===== config.mk =====
export PLATFORM = sky130hd
export DESIGN_NAME = cnn_mac_pipe
export DESIGN_NICKNAME = d
export VERILOG_FILES = /design/src/rtl/cnn_mac_pkg.sv /design/src/rtl/cnn_mac_mul_reg.sv /design/src/rtl/cnn_mac_pipe.sv
export SDC_FILE = /design/constraint.sdc
export NUM_CORES = 1
export LEC_CHECK = 0
export BUFFER_PORTS_ARGS = -buffer_cell sky130_fd_sc_hd__buf_4
export CAP_MARGIN = 25
export CORE_MARGIN = 10
export CORE_UTILIZATION = 31
export DETAILED_ROUTE_END_ITERATION = 6
export RECOVER_POWER = 25
export SETUP_SLACK_MARGIN = 0.02
export SLEW_MARGIN = 20
export SYNTH_ARGS = -nofsm -noshare
export SYNTH_HDL_FRONTEND = slang
export SYNTH_SLANG_ARGS = --single-unit

===== constraint.sdc =====
create_clock -name ap_clk -period 5.5 [get_ports ap_clk]
set_input_delay 1.1 -clock ap_clk [delete_from_list [all_inputs] [get_ports ap_clk]]
set_output_delay 1.1 -clock ap_clk [all_outputs]
set_load 0.02 [all_outputs]

===== src/rtl/cnn_mac_pkg.sv =====
// Shared constants and helpers for the CNN multiply-accumulate lane.
package cnn_mac_pkg;

  localparam int DEF_A_W   = 14;
  localparam int DEF_B_W   = 9;
  localparam int DEF_ACC_W = 32;
  localparam int DEF_OUT_W = 16;
  localparam int DEF_SHIFT = 8;
  localparam int MAX_W     = 64;

  typedef enum logic [1:0] {
    CLIP_NONE = 2'd0,
    CLIP_HI   = 2'd1,
    CLIP_LO   = 2'd2
  } clip_e;

  // Half-LSB offset so the arithmetic shift rounds half up.
  function automatic logic signed [MAX_W-1:0] round_ofs(input int shift);
    logic signed [MAX_W-1:0] one;
    one = MAX_W'(1);
    return (shift > 0) ? (one <<< (shift - 1)) : '0;
  endfunction

  // Classifies a rescaled sum against the signed out_w-bit range.
  function automatic clip_e sat_clip(input logic signed [MAX_W-1:0] v, input int out_w);
    logic signed [MAX_W-1:0] one;
    logic signed [MAX_W-1:0] hi;
    logic signed [MAX_W-1:0] lo;
    one = MAX_W'(1);
    hi  = (one <<< (out_w - 1)) - one;
    lo  = ~hi;
    if (v > hi)      return CLIP_HI;
    else if (v < lo) return CLIP_LO;
    else             return CLIP_NONE;
  endfunction

endpackage


===== src/rtl/cnn_mac_mul_reg.sv =====
// Registered signed multiplier: operand stage then product stage, both held by en.
module cnn_mac_mul_reg #(
  parameter int A_W = 14,
  parameter int B_W = 9
) (
  input  logic               clk,
  input  logic               rst_n,
  input  logic               en,
  input  logic [A_W-1:0]     a,
  input  logic [B_W-1:0]     b,
  input  logic               first,
  input  logic               last,
  input  logic               valid,
  output logic [A_W+B_W-1:0] prod,
  output logic               prod_first,
  output logic               prod_last,
  output logic               prod_valid
);

  localparam int P_W = A_W + B_W;

  logic signed [A_W-1:0] a_q;
  logic signed [B_W-1:0] b_q;
  logic                  first_q;
  logic                  last_q;
  logic                  valid_q;

  always_ff @(posedge clk) begin
    if (!rst_n) begin
      a_q        <= '0;
      b_q        <= '0;
      first_q    <= 1'b0;
      last_q     <= 1'b0;
      valid_q    <= 1'b0;
      prod       <= '0;
      prod_first <= 1'b0;
      prod_last  <= 1'b0;
      prod_valid <= 1'b0;
    end else if (en) begin
      a_q        <= a;
      b_q        <= b;
      first_q    <= first;
      last_q     <= last;
      valid_q    <= valid;
      prod       <= P_W'(a_q) * P_W'(b_q);
      prod_first <= first_q;
      prod_last  <= last_q;
      prod_valid <= valid_q;
    end
  end

endmodule


===== src/rtl/cnn_mac_pipe.sv =====
// One dot-product lane: multiply, accumulate per vector, round/saturate on the last beat.
// Four cycles from last-beat acceptance to out_valid; the whole pipe freezes while a result waits.
module cnn_mac_pipe
  import cnn_mac_pkg::*;
#(
  parameter int A_W   = DEF_A_W,
  parameter int B_W   = DEF_B_W,
  parameter int ACC_W = DEF_ACC_W,
  parameter int OUT_W = DEF_OUT_W,
  parameter int SHIFT = DEF_SHIFT
) (
  input  logic             ap_clk,
  input  logic             ap_rst_n,
  input  logic [A_W-1:0]   din0,
  input  logic [B_W-1:0]   din1,
  input  logic             in_first,
  input  logic             in_last,
  input  logic             in_valid,
  output logic             in_ready,
  output logic [OUT_W-1:0] dout,
  output logic             dout_sat,
  output logic             out_valid,
  input  logic             out_ready
);

  localparam int P_W = A_W + B_W;
  localparam logic signed [ACC_W:0] RND_OFS = (ACC_W+1)'(round_ofs(SHIFT));
  localparam logic [OUT_W-1:0] SAT_MAX = {1'b0, {(OUT_W-1){1'b1}}};
  localparam logic [OUT_W-1:0] SAT_MIN = {1'b1, {(OUT_W-1){1'b0}}};

  logic                    stall;
  logic                    en;
  logic [P_W-1:0]          prod;
  logic                    prod_first;
  logic                    prod_last;
  logic                    prod_valid;
  logic signed [ACC_W-1:0] prod_ext;
  logic signed [ACC_W-1:0] acc;
  logic                    res_vld;
  logic signed [ACC_W:0]   rnd;
  logic signed [ACC_W:0]   scaled;
  clip_e                   clip;
  logic [OUT_W-1:0]        dout_nxt;

  assign stall    = out_valid & ~out_ready;
  assign en       = ~stall;
  assign in_ready = ~stall;

  cnn_mac_mul_reg #(
    .A_W(A_W),
    .B_W(B_W)
  ) u_mul (
    .clk       (ap_clk),
    .rst_n     (ap_rst_n),
    .en        (en),
    .a         (din0),
    .b         (din1),
    .first     (in_first),
    .last      (in_last),
    .valid     (in_valid),
    .prod      (prod),
    .prod_first(prod_first),
    .prod_last (prod_last),
    .prod_valid(prod_valid)
  );

  assign prod_ext = ACC_W'($signed(prod));

  // Accumulator wraps modulo 2^ACC_W; sizing ACC_W is the integrator's job.
  always_ff @(posedge ap_clk) begin
    if (!ap_rst_n) begin
      acc     <= '0;
      res_vld <= 1'b0;
    end else if (en) begin
      if (prod_valid) acc <= prod_first ? prod_ext : acc + prod_ext;
      res_vld <= prod_valid & prod_last;
    end
  end

  // One guard bit above the accumulator keeps the rounding add from wrapping.
  always_comb begin
    rnd      = (ACC_W+1)'(acc) + RND_OFS;
    scaled   = rnd >>> SHIFT;
    clip     = sat_clip(MAX_W'(scaled), OUT_W);
    dout_nxt = scaled[OUT_W-1:0];
    if (clip == CLIP_HI)      dout_nxt = SAT_MAX;
    else if (clip == CLIP_LO) dout_nxt = SAT_MIN;
  end

  always_ff @(posedge ap_clk) begin
    if (!ap_rst_n) begin
      dout      <= '0;
      dout_sat  <= 1'b0;
      out_valid <= 1'b0;
    end else if (en) begin
      out_valid <= res_vld;
      if (res_vld) begin
        dout     <= dout_nxt;
        dout_sat <= (clip != CLIP_NONE);
      end
    end
  end

endmodule


---- Word level (Yosys, flattened, before mapping) ----
Cells that the tools add are included.
word-level totals
  register bits after elaboration ......... 103
  latch bits .............................. 0
  bits in writable memories ............... 0
  ROM bits ................................ 0
  input bits .............................. 29
  output and inout bits ................... 19
  logic and storage cells ................. 33
  memories kept ........................... 0
cells by class
  $add $sub $neg .......................... 2
  multiply operators ...................... 1
  divide/modulo/power cells ............... 0
  $lt $le $gt $ge ......................... 2
  equal/unequal tests ..................... 2
  shift-type cells ........................ 0
  multiplexer cells ....................... 5
  bitwise operators ....................... 4
  reduce and logical (&&, ||, !) cells .... 3
operators with widths
  cell                   count
  $add 32x9->33 const B  1
  $add 32x23->32         1
  $mux 16                2
  $mux 32                1
  $gt 25x16->1 const B   1
  $lt 25x16->1 const B   1
  $mul 14x9->23          1
  $mux 2                 2
  $reduce_and 2->1       2
  $and 1x1->1            2
  $eq 2x1->1 const B     1
  $eq 2x2->1 const B     1
  $not 1->1              2
  $reduce_bool 2->1      1

---- Depth between registers and ports, before layout ----
Gate-level depths: netlist of the first run.
  word-level depth ........................ 7
  gate-level depth with buffers ........... 21

---- By module ----
Synthesis of the first run repeated with hierarchy kept, for this count alone.
second synthesis, totals
  cells, all modules ...................... 1,205
  area, all modules ....................... 10,448.8 µm²
modules (own cells, without submodules)
  module           instances  cells each  area each (µm²)  seq. area each (µm²)
  cnn_mac_mul_reg  1          680         6,226.0          1,041.0
  cnn_mac_pipe     1          525         4,222.8          1,021.0

---- Least setup slack after synthesis of the first run ----
OpenSTA, ideal clock, no wires.
  kind .................................... register -> register
  from .................................... reg u_mul.b_q[2]
  to ...................................... reg u_mul.prod[21]
  library setup time ...................... 0.115 ns
  arrival time ............................ 5.230 ns
  required time ........................... 5.385 ns
  slack ................................... 0.155 ns
  stages on the path, launching flop included .. 22
  buffers on the path ..................... 1
  cell sequence ........................... dfxtp_1 > clkbuf_1 > nand2_1 > fa_1 > inv_1 > fa_1 > ha_1 > inv_1 > fa_1 > inv_1 > ha_1 > ha_1 > fa_1 > a21oi_1 > o21ai_1 > a2111oi_0 > or3_1 > a31oi_1 > a311oi_1 > xor2_1 > o21ai_1 > and2_1
between the ends
  longest elaborated chain between the ends .. 1
ends and longest elaborated chain
  what                    line                   text
  start, declared         cnn_mac_mul_reg.sv:23  logic signed [B_W-1:0] b_q;
  start signal, assigned  cnn_mac_mul_reg.sv:31  b_q <= '0;
  start signal, assigned  cnn_mac_mul_reg.sv:41  b_q <= b;
  $mul 14x9->23           cnn_mac_mul_reg.sv:45  prod <= P_W'(a_q) * P_W'(b_q);
  end signal, assigned    cnn_mac_mul_reg.sv:45
  end, declared           cnn_mac_mul_reg.sv:14  output logic [A_W+B_W-1:0] prod,
Every way passes these cells.
A chain may end at the register's enable or synchronous reset.

---- Worst setup path in the final report of the first run ----
  from .................................... reg u_mul.a_q[3]
  to ...................................... reg u_mul.prod[21]
between the ends
  longest elaborated chain between the ends .. 1
ends and longest elaborated chain
  what                    line                   text
  start, declared         cnn_mac_mul_reg.sv:22  logic signed [A_W-1:0] a_q;
  start signal, assigned  cnn_mac_mul_reg.sv:30  a_q <= '0;
  start signal, assigned  cnn_mac_mul_reg.sv:40  a_q <= a;
  $mul 14x9->23           cnn_mac_mul_reg.sv:45
Every way passes these cells.

==> results.py, run 1 <==
metrics = {
    "run_status": {
        "status": "complete, no violations",
    },
    "cells_and_area": {
        "finalNonFillerCells": 1691,
        "regArea_mm2": 0.00208,
        "area_growth_pct": 11.1,
        "antenna_cells": 0,
        "fin_nets": 1459,
        "fillers": 3439,
        "drive_gt1_share_pct": 9.05,
        "multiInputGateArea_mm2": 0.00771,
        "fin_area_mm2": 0.0115,
    },
    "drt": {
        "vias": 8406,
        "wire_per_inst_um": 14.7,
        "highest_layer": "met4",
        "ant_nets": 0,
        "drc": 0,
        "drt-pass1-iter-count": 5,
        "wl_met1_um": 11800,
        "viasPerCell": 4.97,
        "drt-initial-drc-count": 430,
        "routed-wl-met2_um": 11800,
        "finalWirelength_um": 24800,
        "wl_met3_um": 755,
    },
    "synth": {
        "synth_cell_type_count": 63,
        "synthCells": 1222,
        "synth_top_area_cell": "fa_1",
        "syn_nets": 1437,
        "yosysSeqAreaShare_pct": 19.9,
        "yosys-mux-area-fraction_pct": 0.591,
        "yosys-top-cells-area": "fa_1 (20%), dfxtp_1 (20%), ha_1 (9.7%)",
        "syn_avg_cell_area_um2": 8.49,
        "yosys_warnings": 0,
        "synthAdderAreaFrac_pct": 30.1,
        "yosysTopAreaCellShare_pct": 20.5,
        "synth_compound_area_share_pct": 18.1,
        "synth_flop_cell": "dfxtp_1",
        "synth_top_family_by_area": "adder cells",
        "yosys_register_bits": 103,
        "synth_simple_gate_area_share_pct": 20.1,
        "synth_edf_count": 0,
        "synth_xor_area_share_pct": 5.15,
        "netlist_area_mm2": 0.0104,
        "ys_async_sr_fraction_pct": 0,
    },
    "sta": {
        "setup_tns_ns": 0,
        "timing.fmax_mhz": 193,
        "fin_skew_ns": 0.0127,
        "rsz0062_at_grt": "false",
        "post-route-period-util_pct": 94.2,
        "timing.hold.ws_ns": 0.449,
        "hold_violations": 0,
        "tightest_slew_ns": 1.04,
        "setup_viol": 0,
        "slew_viol_final": 0,
        "fin_crit_ns": 5.18,
        "slew_headroom_pct": 30.7,
    },
    "flow_run": {
        "maxCapViolations": 0,
    },
    "grt": {
        "grt_pass1_vias": 8608,
        "grt_start_max_net_pins": 94,
        "grt_pass1_wl_um": 43000,
        "antenna_found_initial": 0,
        "grt_remaining_overflow": 0,
        "track_usage_pct": 12.6,
    },
    "critical_path": {
        "slowest_stage": "fa_1",
        "crit_path_cell_trace": "nand2_1 > fa_1 > inv_1 > fa_1 > ha_1 > inv_1 > fa_1 > inv_1 > ha_1 > ha_1 > fa_1 > a21oi_1 > o21ai_2 > a2111oi_2 > buf_4 > or3_1 > a31oi_4 > a311oi_2 > xor2_1 > o21ai_1 > and2_1",
        "crit_path_start_kind": "flop",
        "required_ns": 5.77,
        "endpoint_kind": "flop",
        "crit_top_cell": "fa_1",
        "path_class": "flop to flop",
        "critPathMaxFanout": 7,
        "arrival_ns": 5.45,
        "crit_path_max_incr_delay_ns": 0.54,
    },
    "clock_tree": {
        "clk_pin_slew_ns": 0.08,
        "cts_tree": "yes",
        "cts_buffers": 9,
        "h-tree-depth": 3,
        "cts-root-buf": "clkbuf_16",
        "clk_latency_ns": 0.37,
        "clkSinkCount": 103,
        "cts.path.max_buffers": 2,
        "cts_setup_buffers": 0,
    },
    "hold_path": {
        "hp-class": "flop to flop",
    },
    "die": {
        "core_mm2": 0.0328,
        "rows": 66,
        "chipHeight_um": 203,
        "die-area_mm2": 0.0412,
        "ioPinCount": 48,
        "fp.dieW_um": 203,
        "initial_core_util_pct": 31.6,
    },
    "place": {
        "gp_congestion": 0.896,
        "place_area_mm2": 0.0113,
        "hpwlAfterDp_um": 19400,
        "dpl.cell_count": 1675,
        "io_buffers": 47,
    },
    "power_and_ir_drop": {
        "ir_drop_v": 0.000186,
        "power_leakage_nw": 5.25,
        "power_mw": 2.57,
        "p_per_area_mw_per_mm2": 223,
    },
}
==> synthesized netlist by cell type, types with 6 or more instances <==
cell,number
nand2b_1,7
o21ai_1,18
xor2_1,23
nor4_1,6
fa_1,106
a21boi_0,40
a211oi_1,8
o21ai_0,37
a31oi_1,13
ha_1,80
and2_1,77
o31a_1,6
o211ai_2,9
nand3_1,24
o211a_1,15
xnor2_1,38
dfxtp_1,103
nor2b_1,22
and4_1,7
nor3_1,14
o211ai_1,13
o21a_1,10
clkbuf_1,58
nor2_1,36
a21oi_1,62
nand4_1,7
inv_1,95
a21o_1,17
nand2_1,199
==> routing by layer <==
| metal | vias up | track usage (%) |
|---|---|---|
| li1 | 4152 | - |
| met1 | 4123 | 16.3 |
| met2 | 107 | 21.4 |
| met3 | 24 | 2.02 |
| met4 | 0 | 2.80 |
| met5 | - | 0 |
==> kinds of logic after synthesis <==
logic type,after synthesis
AND/OR/NAND/NOR,426
AO/OA/AOI/OAI,275
multiplexers,6
adder cells (fa/ha/maj),186
flip-flops,103
buffers and inverters,165
XOR/XNOR,61
==> repair_timing <==
item,CTS,global route
endpoints found under the setup margin,1,3
gates resized for setup,1,18
hold buffers,0,0
pin swaps,0,1
==> layout make-up <==
cell class	instances	area share, %
inverter	97	3.16
sequential	103	18.1
tap	442	4.80
multi-input combinational	954	66.9
clock buffer	10	2.08
timing repair buffer	79	4.53
clock inverter	6	0.445
==> cells in the final DEF, fill, tap and decap left out, types with 36 or more instances in the layout <==
master / Yosys / layout
nor2_1: 36 / 36
and2_1: 77 / 77
nand2_1: 199 / 199
o21ai_0: 37 / 37
dfxtp_1: 103 / 93
a21boi_0: 40 / 40
fa_1: 106 / 104
xnor2_1: 38 / 38
ha_1: 80 / 80
buf_4: 1 / 59
inv_1: 95 / 94
a21oi_1: 62 / 62
==> flip-flops by register name (all words and copies together) (netlist names) <==
name and count:
acc 32, dout 16, dout_sat 1, out_valid 1, res_vld 1, u_mul.a_q 14
u_mul.b_q 9, u_mul.first_q 1, u_mul.last_q 1, u_mul.prod 23, u_mul.prod_first 1, u_mul.prod_last 1
u_mul.prod_valid 1, u_mul.valid_q 1
==> worst max-delay path: cells and delay by family (launching register included) <==
| kind | cells | cell delay [ns] |
|---|---|---|
| AO/OA/AOI/OAI | 6 | 1.08 |
| XOR/XNOR | 1 | 0.17 |
| adder cells (fa/ha/maj) | 7 | 2.69 |
| buffers and inverters | 4 | 0.31 |
| flip-flops | 1 | 0.38 |
| AND/OR/NAND/NOR | 3 | 0.45 |
==> worst paths after layout <==
path                                        to  slack (ns)  cells past startpoint    startpoint
worst min register to register         dout[0]        0.45                      2       dout[0]
worst max register to register  u_mul.prod[21]        0.32                     21  u_mul.a_q[3]
worst min-delay path                   dout[0]        0.45                      2       dout[0]
worst max-delay path            u_mul.prod[21]        0.32                     21  u_mul.a_q[3]
==> through the flow <==
stage	utilization [%]	setup slack [ns]
6_report	35.1	0.321
5_1_grt	35.1	0.0283
4_1_cts	35.2	0.0286
3_5_place_dp	34.3	0.0466
3_3_place_gp	34.3	0.123
2_1_floorplan	-	0.155
==> where the power goes <==
group          internal [mW]  switching, mW  leakage, nW
logic                  0.458          0.545         4.27
clock network          0.326          0.334        0.133
registers              0.814         0.0936        0.849
total                   1.60          0.973         5.25
(Power assumes the default switching activity.)
==> run 2, diff against run 1 <==
--- a/config.mk
+++ b/config.mk
@@ -10,7 +10,7 @@
 export CORE_MARGIN = 10
 export CORE_UTILIZATION = 31
 export DETAILED_ROUTE_END_ITERATION = 6
-export RECOVER_POWER = 25
+export RECOVER_POWER = 100
 export SETUP_SLACK_MARGIN = 0.02
 export SLEW_MARGIN = 20
 export SYNTH_ARGS = -nofsm -noshare
==> run 2 against run 1 <==
Total power is 0.15% lower. Worst hold slack better by 0.012 ns. Final cell count unchanged. Cell area shrank 0.51%. Register-to-register slack worse by 0.03 ns. Sequential cell count unchanged. Critical path type unchanged. Critical endpoint unchanged. Largest power group unchanged.
==> results.py, run 2 (same netlist as run 1, synthesis figures left out) <==
metrics = {
    "sta": {
        "post-route-period-util_pct": 94.7,
        "setup_viol": 0,
        "setup_slack_ns": 0.293,
        "setup_tns_ns": 0,
        "slew_headroom_pct": 11.1,
        "slew_viol_final": 0,
        "tightest_slew_ns": 1.33,
        "fin_skew_ns": 0.0127,
        "fin_crit_ns": 5.21,
        "timing.fmax_mhz": 192,
        "hold_violations": 0,
    },
    "critical_path": {
        "path_class": "flop to flop",
        "endpoint_kind": "flop",
        "crit_path_start_kind": "flop",
        "critPathMaxFanout": 5,
        "arrival_ns": 5.47,
        "required_ns": 5.76,
    },
    "cells_and_area": {
        "antenna_cells": 0,
        "area_growth_pct": 10.5,
        "fillers": 3448,
        "drive_gt1_share_pct": 8.01,
        "largest_register_ff_count": 32,
        "reg_top3": "acc: 32 flops, u_mul.prod: 23 flops, dout: 16 flops",
        "layout.cells.most_common": "nand2_1",
        "fin_nets": 1459,
        "final_util_pct": 34.9,
        "top_register": "acc",
        "layout_common_cells": "nand2_1 (199), fa_1 (104), inv_1 (94), dfxtp_1 (94), ha_1 (80)",
    },
    "clock_tree": {
        "cts_buffers": 9,
        "cts_setup_buffers": 0,
        "clk_pin_slew_ns": 0.08,
        "h-tree-depth": 3,
        "clkSinkCount": 103,
        "cts_tree": "yes",
        "clk_latency_ns": 0.37,
        "cts-root-buf": "clkbuf_16",
        "cts.path.max_buffers": 2,
    },
    "drt": {
        "drc": 0,
        "vias": 8395,
        "drt-pass1-iter-count": 5,
        "ant_nets": 0,
        "wire_per_inst_um": 14.7,
        "viasPerCell": 4.96,
        "drt-initial-drc-count": 448,
        "finalWirelength_um": 24800,
    },
    "place": {
        "gp_congestion": 0.896,
        "place_ws_ns": 0.0466,
        "io_buffers": 47,
        "hpwlAfterDp_um": 19400,
    },
    "die": {
        "ioPinCount": 48,
        "rows": 66,
        "die-area_mm2": 0.0412,
        "chipHeight_um": 203,
        "initial_core_util_pct": 31.6,
        "fp.dieW_um": 203,
        "core_mm2": 0.0328,
    },
    "grt": {
        "grt_pass1_wl_um": 43000,
        "antenna_found_initial": 0,
        "grt_remaining_overflow": 0,
        "grt_start_max_net_pins": 94,
        "grt_pass1_vias": 8608,
        "track_usage_pct": 12.6,
    },
    "hold_path": {
        "hp-class": "flop to flop",
    },
    "power_and_ir_drop": {
        "ir_drop_v": 0.000185,
        "power_leakage_nw": 5.19,
        "p_per_area_mw_per_mm2": 224,
    },
    "flow_run": {
        "maxCapViolations": 0,
    },
    "run_status": {
        "status": "complete, no violations",
    },
}
-- run 2: per-stage QoR --
step           total power [mW]  cells  cell area [um2]  hold WS [ns]
2_1_floorplan              1.69   1222            10400         0.441
3_3_place_gp               1.92   1675            11300         0.442
3_5_place_dp               1.93   1675            11300         0.442
5_1_grt                    2.80   1691            11500         0.483
4_1_cts                    2.60   1691            11500         0.453
6_report                   2.57   1691            11500         0.461
-- run 2: worst max-delay path, cell delays in order, from the launching register on --
cell,delay (ns)
dfxtp_1,0.39
nand2_1,0.11
fa_1,0.54
inv_1,0.05
fa_1,0.45
ha_1,0.28
inv_1,0.05
fa_1,0.53
inv_1,0.04
ha_1,0.28
ha_1,0.22
fa_1,0.39
a21oi_1,0.18
o21ai_2,0.09
a2111oi_2,0.32
buf_4,0.17
or3_1,0.19
a31oi_4,0.13
a311oi_2,0.29
xor2_1,0.17
o21ai_1,0.06
and2_1,0.17
-- run 2: what timing repair did --
action	CTS	global route
hold buffers	0	0
pin swaps	0	1
setup endpoints to repair	1	3
resized for setup	1	18
gates cloned	0	0
-- run 2: cell type report --
type / count / area (um2) / share of cell area (%)
Multi-Input combinational cell: 954 / 7660 / 66.9
Clock buffer: 10 / 239 / 2.09
Tap cell: 442 / 553 / 4.83
Timing Repair Buffer: 79 / 510 / 4.46
Sequential cell: 103 / 2080 / 18.1
Inverter: 97 / 364 / 3.18
Clock inverter: 6 / 51.3 / 0.448
-- run 2: report_power, final --
group / switching, mW / internal [mW] / total, mW
Clock: 0.333 / 0.326 / 0.659
Combinational: 0.545 / 0.457 / 1.00
Sequential: 0.0935 / 0.814 / 0.907
-- run 2: routing by layer --
| layer | part of all wire [%] | vias to the layer above | GRT usage, % |
|---|---|---|---|
| met5 | 0 | - | 0 |
| met4 | 1.3 | 0 | 2.80 |
| met3 | 2.7 | 22 | 2.02 |
| met2 | 48 | 102 | 21.4 |
| met1 | 48 | 4119 | 16.3 |
| li1 | - | 4152 | - |
-- run 2: worst paths after layout --
| path | end | depth (start not counted) | slack, ns | start |
|---|---|---|---|---|
| worst max-delay path | u_mul.prod[21] | 21 | 0.29 | u_mul.b_q[2] |
| worst min-delay path | dout[0] | 2 | 0.46 | dout[0] |
| worst max register to register | u_mul.prod[21] | 21 | 0.29 | u_mul.b_q[2] |
| worst min register to register | dout[0] | 2 | 0.46 | dout[0] |
